--- config.mk ---
export PLATFORM = sky130hd
export DESIGN_NAME = serial_subtractor
export DESIGN_NICKNAME = d
export VERILOG_FILES = /design/src/rtl/serial_subtractor.sv
export SDC_FILE = /design/constraint.sdc
export NUM_CORES = 1
export LEC_CHECK = 0
export ABC_AREA = 1
export BUFFER_PORTS_ARGS = -buffer_cell sky130_fd_sc_hd__buf_2
export CORE_MARGIN = 8
export CORE_UTILIZATION = 34
export DETAILED_ROUTE_END_ITERATION = 10
export SLEW_MARGIN = 20
export SYNTH_ARGS = -nofsm -noshare
export SYNTH_HDL_FRONTEND = slang
export SYNTH_SLANG_ARGS = --single-unit
--- constraint.sdc ---
create_clock -name i_Clk -period 1 [get_ports i_Clk]
set_input_delay 0.1 -clock i_Clk [delete_from_list [all_inputs] [get_ports i_Clk]]
set_output_delay 0.1 -clock i_Clk [all_outputs]
set_load 0.02 [all_outputs]
--- src/rtl/serial_subtractor.sv ---
// serial_subtractor: bit-serial A - B - Bin, LSB first, with start/busy/done handshake.
// Defining SERIAL_SUB_OVF_EN adds o_Ovf, the signed overflow of the completed result.
module serial_subtractor #(
   parameter int N = 4
) (
   input  logic         i_Clk,
   input  logic         i_Rst,
   input  logic         i_Start,
   input  logic [N-1:0] i_A,
   input  logic [N-1:0] i_B,
   input  logic         i_Bin,
   output logic         o_Busy,
   output logic         o_Done,
   output logic [N-1:0] o_Diff,
   output logic         o_Bout
`ifdef SERIAL_SUB_OVF_EN
   ,output logic        o_Ovf
`endif
);
   localparam int CW = (N > 2) ? $clog2(N) : 1;
   typedef enum logic [1:0] {IDLE, RUN, DONE} state_t;
   state_t state_q, state_d;
   logic [N-1:0] a_sr_q, a_sr_d, b_sr_q, b_sr_d, r_sr_q, r_sr_d, diff_q, diff_d;
   logic [CW-1:0] cnt_q, cnt_d;
   logic br_q, br_d, bout_q, bout_d;
   logic a, b, d, br_n, accept, run, last;
`ifdef SERIAL_SUB_OVF_EN
   logic ovf_q, ovf_d;
`endif
   always_ff @(posedge i_Clk) begin
      if (i_Rst) state_q <= IDLE;
      else       state_q <= state_d;
   end
   always_comb begin
      accept  = i_Start && (state_q != RUN);
      run     = (state_q == RUN);
      last    = run && (cnt_q == CW'(N-1));
      state_d = accept ? RUN : last ? DONE : run ? RUN : IDLE;
   end
   always_comb begin
      o_Busy = (state_q == RUN);
      o_Done = (state_q == DONE);
      o_Diff = diff_q;
      o_Bout = bout_q;
`ifdef SERIAL_SUB_OVF_EN
      o_Ovf  = ovf_q;
`endif
   end
   // One full-subtractor cell shared across all bit positions.
   always_comb begin
      a      = a_sr_q[0];
      b      = b_sr_q[0];
      d      = a ^ b ^ br_q;
      br_n   = (~a & b) | (~a & br_q) | (b & br_q);
      a_sr_d = accept ? i_A : run ? {1'b0, a_sr_q[N-1:1]} : a_sr_q;
      b_sr_d = accept ? i_B : run ? {1'b0, b_sr_q[N-1:1]} : b_sr_q;
      r_sr_d = run ? {d, r_sr_q[N-1:1]} : r_sr_q;
      br_d   = accept ? i_Bin : run ? br_n : br_q;
      cnt_d  = accept ? '0 : run ? cnt_q + CW'(1) : cnt_q;
      diff_d = last ? {d, r_sr_q[N-1:1]} : diff_q;
      bout_d = last ? br_n : bout_q;
`ifdef SERIAL_SUB_OVF_EN
      ovf_d  = last ? (br_q ^ br_n) : ovf_q;
`endif
   end
   always_ff @(posedge i_Clk) begin
      if (i_Rst) begin
         a_sr_q <= '0;
         b_sr_q <= '0;
         r_sr_q <= '0;
         br_q   <= 1'b0;
         cnt_q  <= '0;
         diff_q <= '0;
         bout_q <= 1'b0;
`ifdef SERIAL_SUB_OVF_EN
         ovf_q  <= 1'b0;
`endif
      end else begin
         a_sr_q <= a_sr_d;
         b_sr_q <= b_sr_d;
         r_sr_q <= r_sr_d;
         br_q   <= br_d;
         cnt_q  <= cnt_d;
         diff_q <= diff_d;
         bout_q <= bout_d;
`ifdef SERIAL_SUB_OVF_EN
         ovf_q  <= ovf_d;
`endif
      end
   end
endmodule

==> results.txt, run 1 <==
The run finished, with violations left. The checks that failed: setup timing. Summed over all nets, the half-perimeter wirelength after detailed placement is 1470 um. The count of synthesis-stage warnings from yosys came out at 0. In this run, distinct cell masters in the synthesized netlist total 17. The met1 layer usage reported by global route came out at 10.8%. The global routing met3 resource utilization came out at 4.64%. The number of DRC markers after the initial detailed-route iteration came out at 24. The non-filler instance count after layout is 176. The worst setup path is captured at a primary output. TritonCTS built the clock tree. The setup slack of the critical path after layout is -0.0992 ns. The largest fanout on the critical path came out at 2. The die extent in y came out at 67.3 um. The number of antenna diodes came out at 0. The initial antenna violation count is 0. The signal on the critical path passes through nor2_4 -> buf_6 -> buf_6. The most frequent cell on the critical path is sky130_fd_sc_hd__buf_6. The peak supply drop came out at 0.924 mV. The count of buffers from port buffering is 18. On the worst path, the slowest cell contributes a delay of 0.37 ns.

The relative max-transition margin came out at 83.0%. The total setup violations reported at the end of the flow is 18. The worst hold path begins at i_A[3]. Timing would allow up to 910 MHz.

The minimum clock period after layout came out at 1.10 ns. The number of nets in the layout came out at 161. The total congestion overflow after global routing is 0. Counting tap cells, the placed design contains a total of 170 instances. The areal power density over the cells is 1330 nW/um^2.

The area inside the core boundary is 2480 um^2. By area, the combinational part of the netlist is dominated by simple AND/OR/NAND/NOR gates. The required time of the critical path came out at 0.90 ns.

The worst setup path is launched from a flip-flop. The CTS sink count is 21. The synthesized net count is 132. The arrival time at the worst endpoint came out at 1.00 ns. The floorplan step defined a die boundary enclosing 4520 um^2. The fraction of post-synthesis cell area in the top cell type by area came out at 47.1%. The flip-flop and latch count after synthesis came out at 21.

The synthesized netlist devotes 5.04% of its cell area to compound gates. The via count of the first global-routing pass came out at 885. The wire length after detailed routing is 2000 um. The cell count after synthesis is 118. The biggest area contributor in the post-synthesis netlist is sky130_fd_sc_hd__dfxtp_1. The tool flagged a number of max-cap violations equal to 0. The buffer depth of the longest clock path is 2. Fill cells in the final layout number 271.

The number of top-level design ports is 19. After clock tree synthesis, the clock-pin slew on the worst setup and hold paths is 0.11 ns. The number of max-slew violations in the final report came to 0.

Sorting the synthesized cells by area gives the leading types as sky130_fd_sc_hd__dfxtp_1, sky130_fd_sc_hd__nand3_1, sky130_fd_sc_hd__nand2_1, sky130_fd_sc_hd__inv_1, sky130_fd_sc_hd__nor2_1. The first global-routing pass estimated 3590 um of wire. The number of hold violations in the final report is 0. The actual slew at the worst max-slew pin came out at 0.255 ns. The adder-cell share of the synthesized area is 3.64%.

The latest clock arrival within the worst-skew pair came out at 0.30 ns. The largest net degree at the start of global routing is 13. The routability-driven placement congestion ratio is 0.774. The post-synthesis instance area is 893 um^2. The remaining number of nets flagged by the antenna check after routing is 0. The tree is rooted in a sky130_fd_sc_hd__clkbuf_4. The remaining routing DRC violations came out at 0.

The mux share of post-synthesis cell area came out at 0%. The share of cells above drive strength 1 is 34.9%. The via total after detailed routing is 881. Sequential cells were found to cover 47.1% of the synthesized design area.

The met2 global-route usage came out at 17.2%. Adding up every negative setup slack in the final design gives -0.873 ns. The post-synthesis share of cell area spent on xor and xnor gates is 0.980%. The simple logic cell fraction of the synthesized area is 33.1%. Across the routed clock network, the largest skew measured is 0.00307 ns. The synthesized area divided by synthesized cell count came out at 7.57 um^2.

Setup repair after global routing could not meet its margin everywhere. The worst setup path is of the flip-flop to primary output kind. In this run the critical register-to-register path is launched from br_q. In this run the worst hold path is classified as input port to flip-flop. The total global routing track utilization came out at 10.2%. The critical path starts at state_q[1]. The area added between synthesis and finish is 30.1%. Dividing the final minimum period by the clock period gives 110%. The average wire length per cell after detail routing came out at 11.3 um. The horizontal die dimension is 67.3 um. In this run the static leakage power is 0.588 nW.

The global routing stage identified its most utilized layer as met2. The total power after layout came out at 1.55 mW. The total iterations of the first detailed-routing run is 4. The number of H-tree levels came out at 1.

For this configuration, the core starts out at a cell density of 36.1%. Buffers inserted during clock tree synthesis total 3. Dividing the detail-routed via count by the number of cells gives 5.01.

Row generation in the floorplan step produced 18 rows. The master of the slowest instance on the critical path is sky130_fd_sc_hd__dfxtp_4.
-- synthesized netlist by cell type --
cell,instances
sky130_fd_sc_hd__nor2_4,1
sky130_fd_sc_hd__clkinv_1,1
sky130_fd_sc_hd__ha_1,1
sky130_fd_sc_hd__buf_4,2
sky130_fd_sc_hd__o21ai_1,1
sky130_fd_sc_hd__nor2_1,8
sky130_fd_sc_hd__xor2_1,1
sky130_fd_sc_hd__a21oi_1,4
sky130_fd_sc_hd__inv_1,10
sky130_fd_sc_hd__inv_2,2
sky130_fd_sc_hd__nand2_1,29
sky130_fd_sc_hd__o21ai_0,4
sky130_fd_sc_hd__buf_6,2
sky130_fd_sc_hd__buf_2,1
sky130_fd_sc_hd__fa_1,1
sky130_fd_sc_hd__dfxtp_1,21
sky130_fd_sc_hd__nand3_1,29
-- per-stage QoR --
stage / setup slack (ns) / area, um^2 / util [%] / hold slack [ns]
final: -0.0992 / 1160 / 46.9 / 0.0592
after detailed placement: -0.0588 / 1050 / 42.4 / 0.306
after floorplan: -0.0358 / 898 / - / 0.169
after CTS: -0.139 / 1140 / 45.9 / 0.0347
after global routing: -0.160 / 1160 / 46.9 / 0.0558
after global placement: -0.0415 / 1050 / 42.4 / 0.300
-- what timing repair did --
action	CTS	global route
setup endpoints to repair	19	22
gates cloned	0	0
setup buffers	1	0
hold buffers	1	0
pin swaps	2	1
gates resized for setup	15	9
hold endpoints to repair	2	0
-- critical path, delay by kind of cell (launching register included) --
kind          cells  cell delay (ns)
flops             1             0.37
buf+inv           2             0.20
simple gates      1             0.12
-- report_power, final --
| group | switching [mW] | internal, mW | total [mW] |
|---|---|---|---|
| clock network | 0.252 | 0.156 | 0.407 |
| logic | 0.131 | 0.114 | 0.245 |
| registers | 0.0251 | 0.873 | 0.898 |
-- per-layer routing --
layer	wire [um]	up-vias
met4	26	0
met5	0	-
met3	177	5
met1	886	401
li1	-	437
met2	905	38
-- cell type report --
type	instances	area [um^2]	share of cell area [%]
timing repair buffer	29	191	16.5
clock buffer	4	26.3	2.26
multi-input combinational	79	428	36.8
inverter	13	51.3	4.41
tap	30	37.5	3.23
sequential	21	428	36.8
-- cells in the final DEF, fill, tap and decap left out, types with 2 or more instances in the layout --
master,instances
sky130_fd_sc_hd__clkbuf_4,3
sky130_fd_sc_hd__buf_4,9
sky130_fd_sc_hd__o21ai_2,2
sky130_fd_sc_hd__buf_2,16
sky130_fd_sc_hd__inv_1,8
sky130_fd_sc_hd__nand2_1,26
sky130_fd_sc_hd__nand3_1,28
sky130_fd_sc_hd__dfxtp_2,3
sky130_fd_sc_hd__nand2_2,2
sky130_fd_sc_hd__o21ai_1,2
sky130_fd_sc_hd__dfxtp_1,17
sky130_fd_sc_hd__inv_2,3
sky130_fd_sc_hd__a21oi_2,3
sky130_fd_sc_hd__buf_6,3
sky130_fd_sc_hd__nor2_1,7
sky130_fd_sc_hd__nor2_4,2
-- worst paths after layout --
| kind | endpoint | slack, ns | cells after the start |
|---|---|---|---|
| worst min register to register | o_Diff[0] | 0.45 | 2 |
| worst min-delay path | a_sr_q[3] | 0.06 | 3 |
| worst max-delay path | o_Busy | -0.1 | 3 |
| worst max register to register | r_sr_q[3] | -0.09 | 2 |
-- cells by family (layout without fill, tap and decap cells) --
| group | after synthesis | in the layout |
|---|---|---|
| AO/OA/AOI/OAI | 9 | 9 |
| XOR/XNOR | 1 | 1 |
| adder cells (fa/ha/maj) | 2 | 2 |
| buffers and inverters | 18 | 46 |
| flip-flops | 21 | 21 |
| AND/OR/NAND/NOR | 67 | 67 |
-- sequential cells by signal, summed over array words and instances, names as in the netlist --
register  count
cnt_q         2
state_q       2
o_Bout        1
a_sr_q        4
o_Diff        4
br_q          1
b_sr_q        4
r_sr_q        3
Power figures use the tool's default switching activity.
==> run 2: changes to the inputs <==
==> constraint.sdc (replaced) <==
create_clock -name i_Clk -period 1 [get_ports i_Clk]
set_input_delay 0.1 -clock i_Clk [delete_from_list [all_inputs] [get_ports i_Clk]]
set_output_delay 0.1 -clock i_Clk [all_outputs]
set_load 0.1 [all_outputs]
==> run 2 against run 1 <==
The run still ends with setup timing left; clock-buffer cell count unchanged; fmax down 8.5%; clock skew up 0.0034 ns; setup slack worse by 0.10 ns; final cell count up 3.4%; worst hold slack worse by 0.023 ns; clock power up 2%; critical endpoint is now o_Done; largest cell class is now multi-input gates; largest power group unchanged.
==> results.txt, run 2 (synthesis results as in run 1) <==
The analysis attributes to net switching a power of 0.462 mW. The latest clock arrival within the worst-skew pair is 0.31 ns. Signal routing reaches up to met4. The areal power density over the cells came out at 1160 nW/um^2. The placed instances occupy a cell area of 1180 um^2.

The number of max-slew violations in the final report is 0. The clock transition time at the flip-flop clock pins of the worst setup and hold paths came out at 0.12 ns. The remaining routing DRC violations is 0.

The number of buffers added by the clock tree synthesis step is 3. The worst-case hold slack came out at 0.0357 ns. The via total after detailed routing came out at 854. The via count of the first global-routing pass is 823.

The largest single stage delay on the critical path is 0.37 ns. For the final database, setup skew stands at 0.00645 ns. The post-route cell area came out at 1430 um^2. Dividing the detail-routed wire length by the instance count gives 12.5 um. The worst pin sits at a relative slew slack of 78.2%. The non-filler instance count after layout came out at 182. The share of cells above drive strength 1 is 46.7%. The path type of the worst setup path is flip-flop to primary output. The die outline area is 4520 um^2.

The area inside the core boundary came out at 2480 um^2. The final period utilization came out at 120%. Cells fill 57.5% of the core in the end. The longest clock path from root to sink contains 2 buffers. The number of top-level design ports is 19. The initial antenna violation count is 0. In this run the number of H-tree levels came out at 1. The number of hold violations in the final report is 0. After the first detailed-routing iteration, the DRC count stood at 48.

The critical path endpoint category is a primary output. The wire length of the first global-routing pass came out at 3390 um. The kind of start point of the critical path is a flip-flop. The number of antenna diodes is 0.

Subtracting the final worst setup slack from the clock period gives 1.20 ns. The placed wire-length estimate is 1460 um. The actual slew at the worst max-slew pin is 0.327 ns. Measured along the x axis, the die boundary spans 67.3 um.

After detailed routing, the met2 layer carries 1130 um of wire. The run finished, with violations left. Row generation in the floorplan step produced 18 rows. The CTS sink count came out at 21.

The number of vias per cell came out at 4.69. For the worst setup path, the data required time is 0.90 ns. The top cell types in the final layout, fill and taps aside, are sky130_fd_sc_hd__nand3_1, sky130_fd_sc_hd__nand2_1, sky130_fd_sc_hd__dfxtp_1, sky130_fd_sc_hd__buf_2. Cell internal power was estimated by the tool at 1.20 mW. The detailed-route wire length on metal 1 came out at 967 um.

Of the total power, combinational logic draws 20.5%. The checks that failed: setup timing. The effective utilization at floorplan came out at 36.1%.

The peak supply drop came out at 1.21 mV. The largest fanout on the critical path came out at 2. Traced cell by cell, the critical path runs through inv_2 -> buf_6 -> nor2_4 -> buf_12.

Setup slack on the critical path of the routed design comes to -0.201 ns. The die extent in y is 67.3 um. TritonCTS built the clock tree.

The net count of the finished layout is 167. Among cell families on the critical path, the largest total delay comes from flip-flops. The total global routing track utilization came out at 9.34%. Setup repair after global routing could not meet its margin everywhere.

The arrival time at the worst endpoint came out at 1.10 ns. The master of the slowest instance on the critical path is sky130_fd_sc_hd__dfxtp_2. The area added between synthesis and finish is 59.5%. Across the run, the number of max-cap violations was 0. The switching part of the total came out at 27.9%. The total congestion overflow after global routing came out at 0.

Input and output buffers added on the ports amount to 18. Summed over all layers, the routed wires come to 2280 um. The remaining number of nets flagged by the antenna check after routing is 0.

The tree is rooted in a sky130_fd_sc_hd__clkbuf_4. The total leakage power came out at 0.670 nW. Adding up every negative setup slack in the final design gives -1.25 ns.

The class of the tightest hold or removal check is input port to flip-flop. Summed over all nets, wire length on met3 after detailed routing comes to 156 um. The number of placed cells counting well taps is 170. The portion of total power attributed to sequential cells came out at 54.5%. For this run, the top clock speed supported by timing is 832 MHz. The clock network fraction of design power is 25.0%.

The total iterations of the first detailed-routing run is 4. The total setup violations reported at the end of the flow is 17. Routability-driven placement finished with a final weighted congestion of 0.741. Counting both buffers and inverters, the worst setup path holds a total of 3. Entering global routing, the biggest net connects 21 pins.
-- run 2: changes by cell type in the layout (fill, tap and decap cells not counted), moves of 2 or more --
cell and change:
sky130_fd_sc_hd__buf_12 +8, sky130_fd_sc_hd__buf_2 -5, sky130_fd_sc_hd__clkbuf_16 +2, sky130_fd_sc_hd__dfxtp_1 -6, sky130_fd_sc_hd__dfxtp_2 +6, sky130_fd_sc_hd__nand2_1 -3, sky130_fd_sc_hd__nand2_2 +2, sky130_fd_sc_hd__nand3_1 -5
sky130_fd_sc_hd__nand3_2 +4, sky130_fd_sc_hd__o21ai_1 +2, sky130_fd_sc_hd__o21ai_2 -2
-- run 2: final timing paths --
check                   from   endpoint  slack (ns)  cells past startpoint
setup / recovery  state_q[1]     o_Done       -0.20                      4
hold reg to reg    r_sr_q[1]  o_Diff[0]        0.45                      2
hold / removal        i_B[3]  b_sr_q[3]        0.04                      3
setup reg to reg        br_q  o_Diff[3]       -0.10                      2
-- run 2: power by group through the flow --
stage               logic (mW)  clock network [mW]  registers (mW)
floorplan                0.166                   0           0.915
global route             0.368               0.465           0.909
finish                   0.339               0.415           0.903
CTS                      0.260               0.412           0.901
detailed placement       0.245                   0           0.918
global placement         0.238                   0           0.916
-- run 2: cell type report --
type,count,area [um^2]
Tap cell,30,37.5
Clock buffer,4,26.3
Multi-Input combinational cell,79,487
Timing Repair Buffer,35,388
Sequential cell,21,435
Fill cell,239,1050
Inverter,13,51.3
-- run 2: layer usage --
metal,vias up,track usage [%]
met5,-,0
met3,2,3.97
met4,0,1.57
met2,24,15.8
li1,444,-
met1,384,10.9
-- run 2: through the flow --
step	worst slack [ns]	power, mW
floorplan	-0.0561	1.08
global placement	-0.0487	1.15
detailed placement	-0.0777	1.16
CTS	-0.226	1.57
global route	-0.254	1.74
finish	-0.201	1.66
-- run 2: repair_timing --
| item | 4_1_cts | 5_1_grt |
|---|---|---|
| gates cloned | 0 | 3 |
| pin swaps | 5 | 7 |
| hold buffers | 1 | 0 |
| resized for setup | 13 | 23 |
| hold endpoints to repair | 2 | 0 |
| setup buffers | 3 | 2 |
| endpoints found under the setup margin | 13 | 22 |
-- run 2: worst min-delay path: cells and delay by family --
family | cells | cell delay, ns
buf+inv | 1 | 0.10
compound gates | 1 | 0.05
simple gates | 1 | 0.07
==> run 3: changes to the inputs <==
--- a/config.mk
+++ b/config.mk
@@ -10,6 +10,7 @@
 export CORE_MARGIN = 8
 export CORE_UTILIZATION = 34
 export DETAILED_ROUTE_END_ITERATION = 10
+export PLACE_DENSITY = 0.52
 export SLEW_MARGIN = 20
 export SYNTH_ARGS = -nofsm -noshare
 export SYNTH_HDL_FRONTEND = slang
==> run 3 against run 2 <==
The flow still finishes with violations (setup timing); worst hold slack improved by 0.0053 ns; critical path depth unchanged; core utilization decreased by 1.8 points.
==> results.txt, run 3 (synthesis results as in run 1) <==
The run finished, with violations left. The final reports fail on setup timing. The relative max-transition margin is 81.7%.

The first global-routing pass estimated 3710 um of wire. Dividing the detail-routed wire length by the instance count gives 11.9 um. The remaining number of nets flagged by the antenna check after routing is 0. The placed standard-cell area came out at 1180 um^2. The net count of the finished layout is 165. The timing-limited maximum frequency is 835 MHz. The routability-driven placement congestion ratio is 0.706.

At the later pin of the worst-skew pair, clock insertion delay measures 0.30 ns. Setup slack on the critical path of the routed design comes to -0.198 ns. The placed wire-length estimate came out at 1460 um. The peak supply drop came out at 0.884 mV. The root buffer cell is sky130_fd_sc_hd__clkbuf_4.

Walking the worst path, the cells encountered are inv_2 -> buf_6 -> nor2_4 -> buf_12. The number of hold violations in the final report came out at 0. The buffer depth of the longest clock path is 2. The final critical path takes up 120% of the cycle. The horizontal die dimension came out at 67.3 um. The met1 layer usage reported by global route is 11.4%. Dividing total power by cell area gives a power density of 1180 nW/um^2.

The required time of the critical path is 0.90 ns. The minimum clock period after layout came out at 1.20 ns. Setup repair after global routing could not meet its margin everywhere. Setup violations remaining at the end of the flow were counted as 17. The total iterations of the first detailed-routing run came out at 4. The longest individual stage delay on the worst path came out at 0.38 ns. The number of antenna diodes is 0. Together, buffers and inverters on the worst path number 3. The number of top-level design ports is 19.

The CTS tree is yes. The number of H-tree levels came out at 1. The total congestion overflow after global routing is 0. Measured along the y axis, the die boundary spans 67.3 um. The worst-case hold slack came out at 0.0410 ns. The critical path is of the flip-flop to primary output type. Leaving out fill and tap cells, the most frequent cells in the layout are sky130_fd_sc_hd__nand3_1, sky130_fd_sc_hd__nand2_1, sky130_fd_sc_hd__dfxtp_1. The remaining routing DRC violations came out at 0. Port buffering added 18 buffers. In this run the most used layer during global routing was met2. The via count of the first global-routing pass came out at 875. The critical path endpoint category is a primary output.

The class of the tightest hold or removal check is input port to flip-flop. Global routing used 18.4% of the available met2 tracks. The initial antenna violation count came to 0. For this design, the slowest cell found on the critical path is sky130_fd_sc_hd__dfxtp_2. The number of DRC markers after the initial detailed-route iteration is 32.

Across the routed clock network, the largest skew measured is 0.00897 ns. The arrival time at the worst endpoint came out at 1.10 ns. The most common library cell in the layout ignoring fill and taps is sky130_fd_sc_hd__nand3_1. For this design the static power due to leakage is 0.650 nW. The share of cells above drive strength 1 came out at 40.7%. Global routing consumed, on the met3 layer, 3.15% of the routing resources.

The clock transition time at the flip-flop clock pins of the worst setup and hold paths came out at 0.12 ns. The worst setup path is launched from a flip-flop. The number of max-slew violations in the final report is 0. In this run the core area contains 18 standard-cell rows. The wire length after detailed routing is 2150 um.

The number of buffers added by the clock tree synthesis step is 3. The largest net degree at the start of global routing is 12. The effective utilization at floorplan is 36.1%. The largest fanout on the critical path came out at 2. The actual slew at the worst max-slew pin is 0.275 ns. The CTS sink count is 21. The kind of cell with the highest combined delay along the critical path is flip-flops. The area inside the core boundary came out at 2480 um^2. The area growth from synthesis to layout is 54.5%. The die outline area is 4520 um^2.

Dividing the detail-routed via count by the number of cells gives 4.84. The final route contains 872 vias. The total global routing track utilization came out at 10.3%.

After routing the design area is 1380 um^2. Across the run, the number of max-cap violations was 0.
run 3: cell types whose count changed in the layout (fill, tap and decap cells not counted), moves of 2 or more:
cell                        before  now
sky130_fd_sc_hd__nand3_1        23   28
sky130_fd_sc_hd__nand2_1        23   25
sky130_fd_sc_hd__o21ai_2         0    2
sky130_fd_sc_hd__buf_16          0    2
sky130_fd_sc_hd__buf_4           9    6
sky130_fd_sc_hd__nand3_2         5    0
sky130_fd_sc_hd__clkbuf_16       2    0
sky130_fd_sc_hd__nand2_2         4    2
run 3: routing by layer:
| metal | routed length (um) | share of wire [%] |
|---|---|---|
| met1 | 915 | 43 |
| met2 | 1060 | 50 |
| met3 | 153 | 7.1 |
| met4 | 14 | 0.65 |
| met5 | 0 | 0 |
run 3: final cells by class:
| type | count | area, um^2 |
|---|---|---|
| fillers | 256 | 1100 |
| well taps | 30 | 37.5 |
| clock buffers | 4 | 26.3 |
| multi-input cells | 79 | 449 |
| inverters | 13 | 51.3 |
| flip-flops and latches | 21 | 434 |
| repair buffers | 33 | 382 |
run 3: worst paths after layout:
kind | end | slack, ns | cells after the start | startpoint
min reg2reg | o_Diff[1] | 0.47 | 2 | r_sr_q[2]
max reg2reg | br_q | -0.09 | 8 | state_q[1]
max | o_Done | -0.20 | 4 | state_q[1]
min | a_sr_q[3] | 0.04 | 3 | i_A[3]
run 3: where the power goes:
| part | leakage [nW] | internal [mW] | switching [mW] |
|---|---|---|---|
| Combinational | 0.459 | 0.161 | 0.165 |
| Clock | 0.0150 | 0.156 | 0.251 |
| Sequential | 0.176 | 0.874 | 0.0256 |
run 3: worst min-delay path, cell delays in order:
cell                      delay [ns]
sky130_fd_sc_hd__buf_2          0.09
sky130_fd_sc_hd__nand3_1        0.06
sky130_fd_sc_hd__a21oi_1        0.05
run 3: stage by stage:
stage | power [mW] | setup TNS, ns | setup WS [ns] | instances | util, %
final | 1.63 | -1.20 | -0.198 | 180 | 55.7
after global routing | 1.73 | -2.44 | -0.250 | 180 | 55.7
after CTS | 1.65 | -1.27 | -0.232 | 180 | 54.5
after detailed placement | 1.16 | -0.212 | -0.0673 | 170 | 47.7
after global placement | 1.16 | -0.118 | -0.0501 | 170 | 47.7
after floorplan | 1.08 | -0.351 | -0.0561 | 118 | -
run 3: what timing repair did:
item	4_1_cts	5_1_grt
hold buffers	1	0
pin swaps	6	5
setup buffers	3	0
cloned	2	0
endpoints found under the hold margin	2	0
gates resized for setup	21	9
endpoints found under the setup margin	20	22
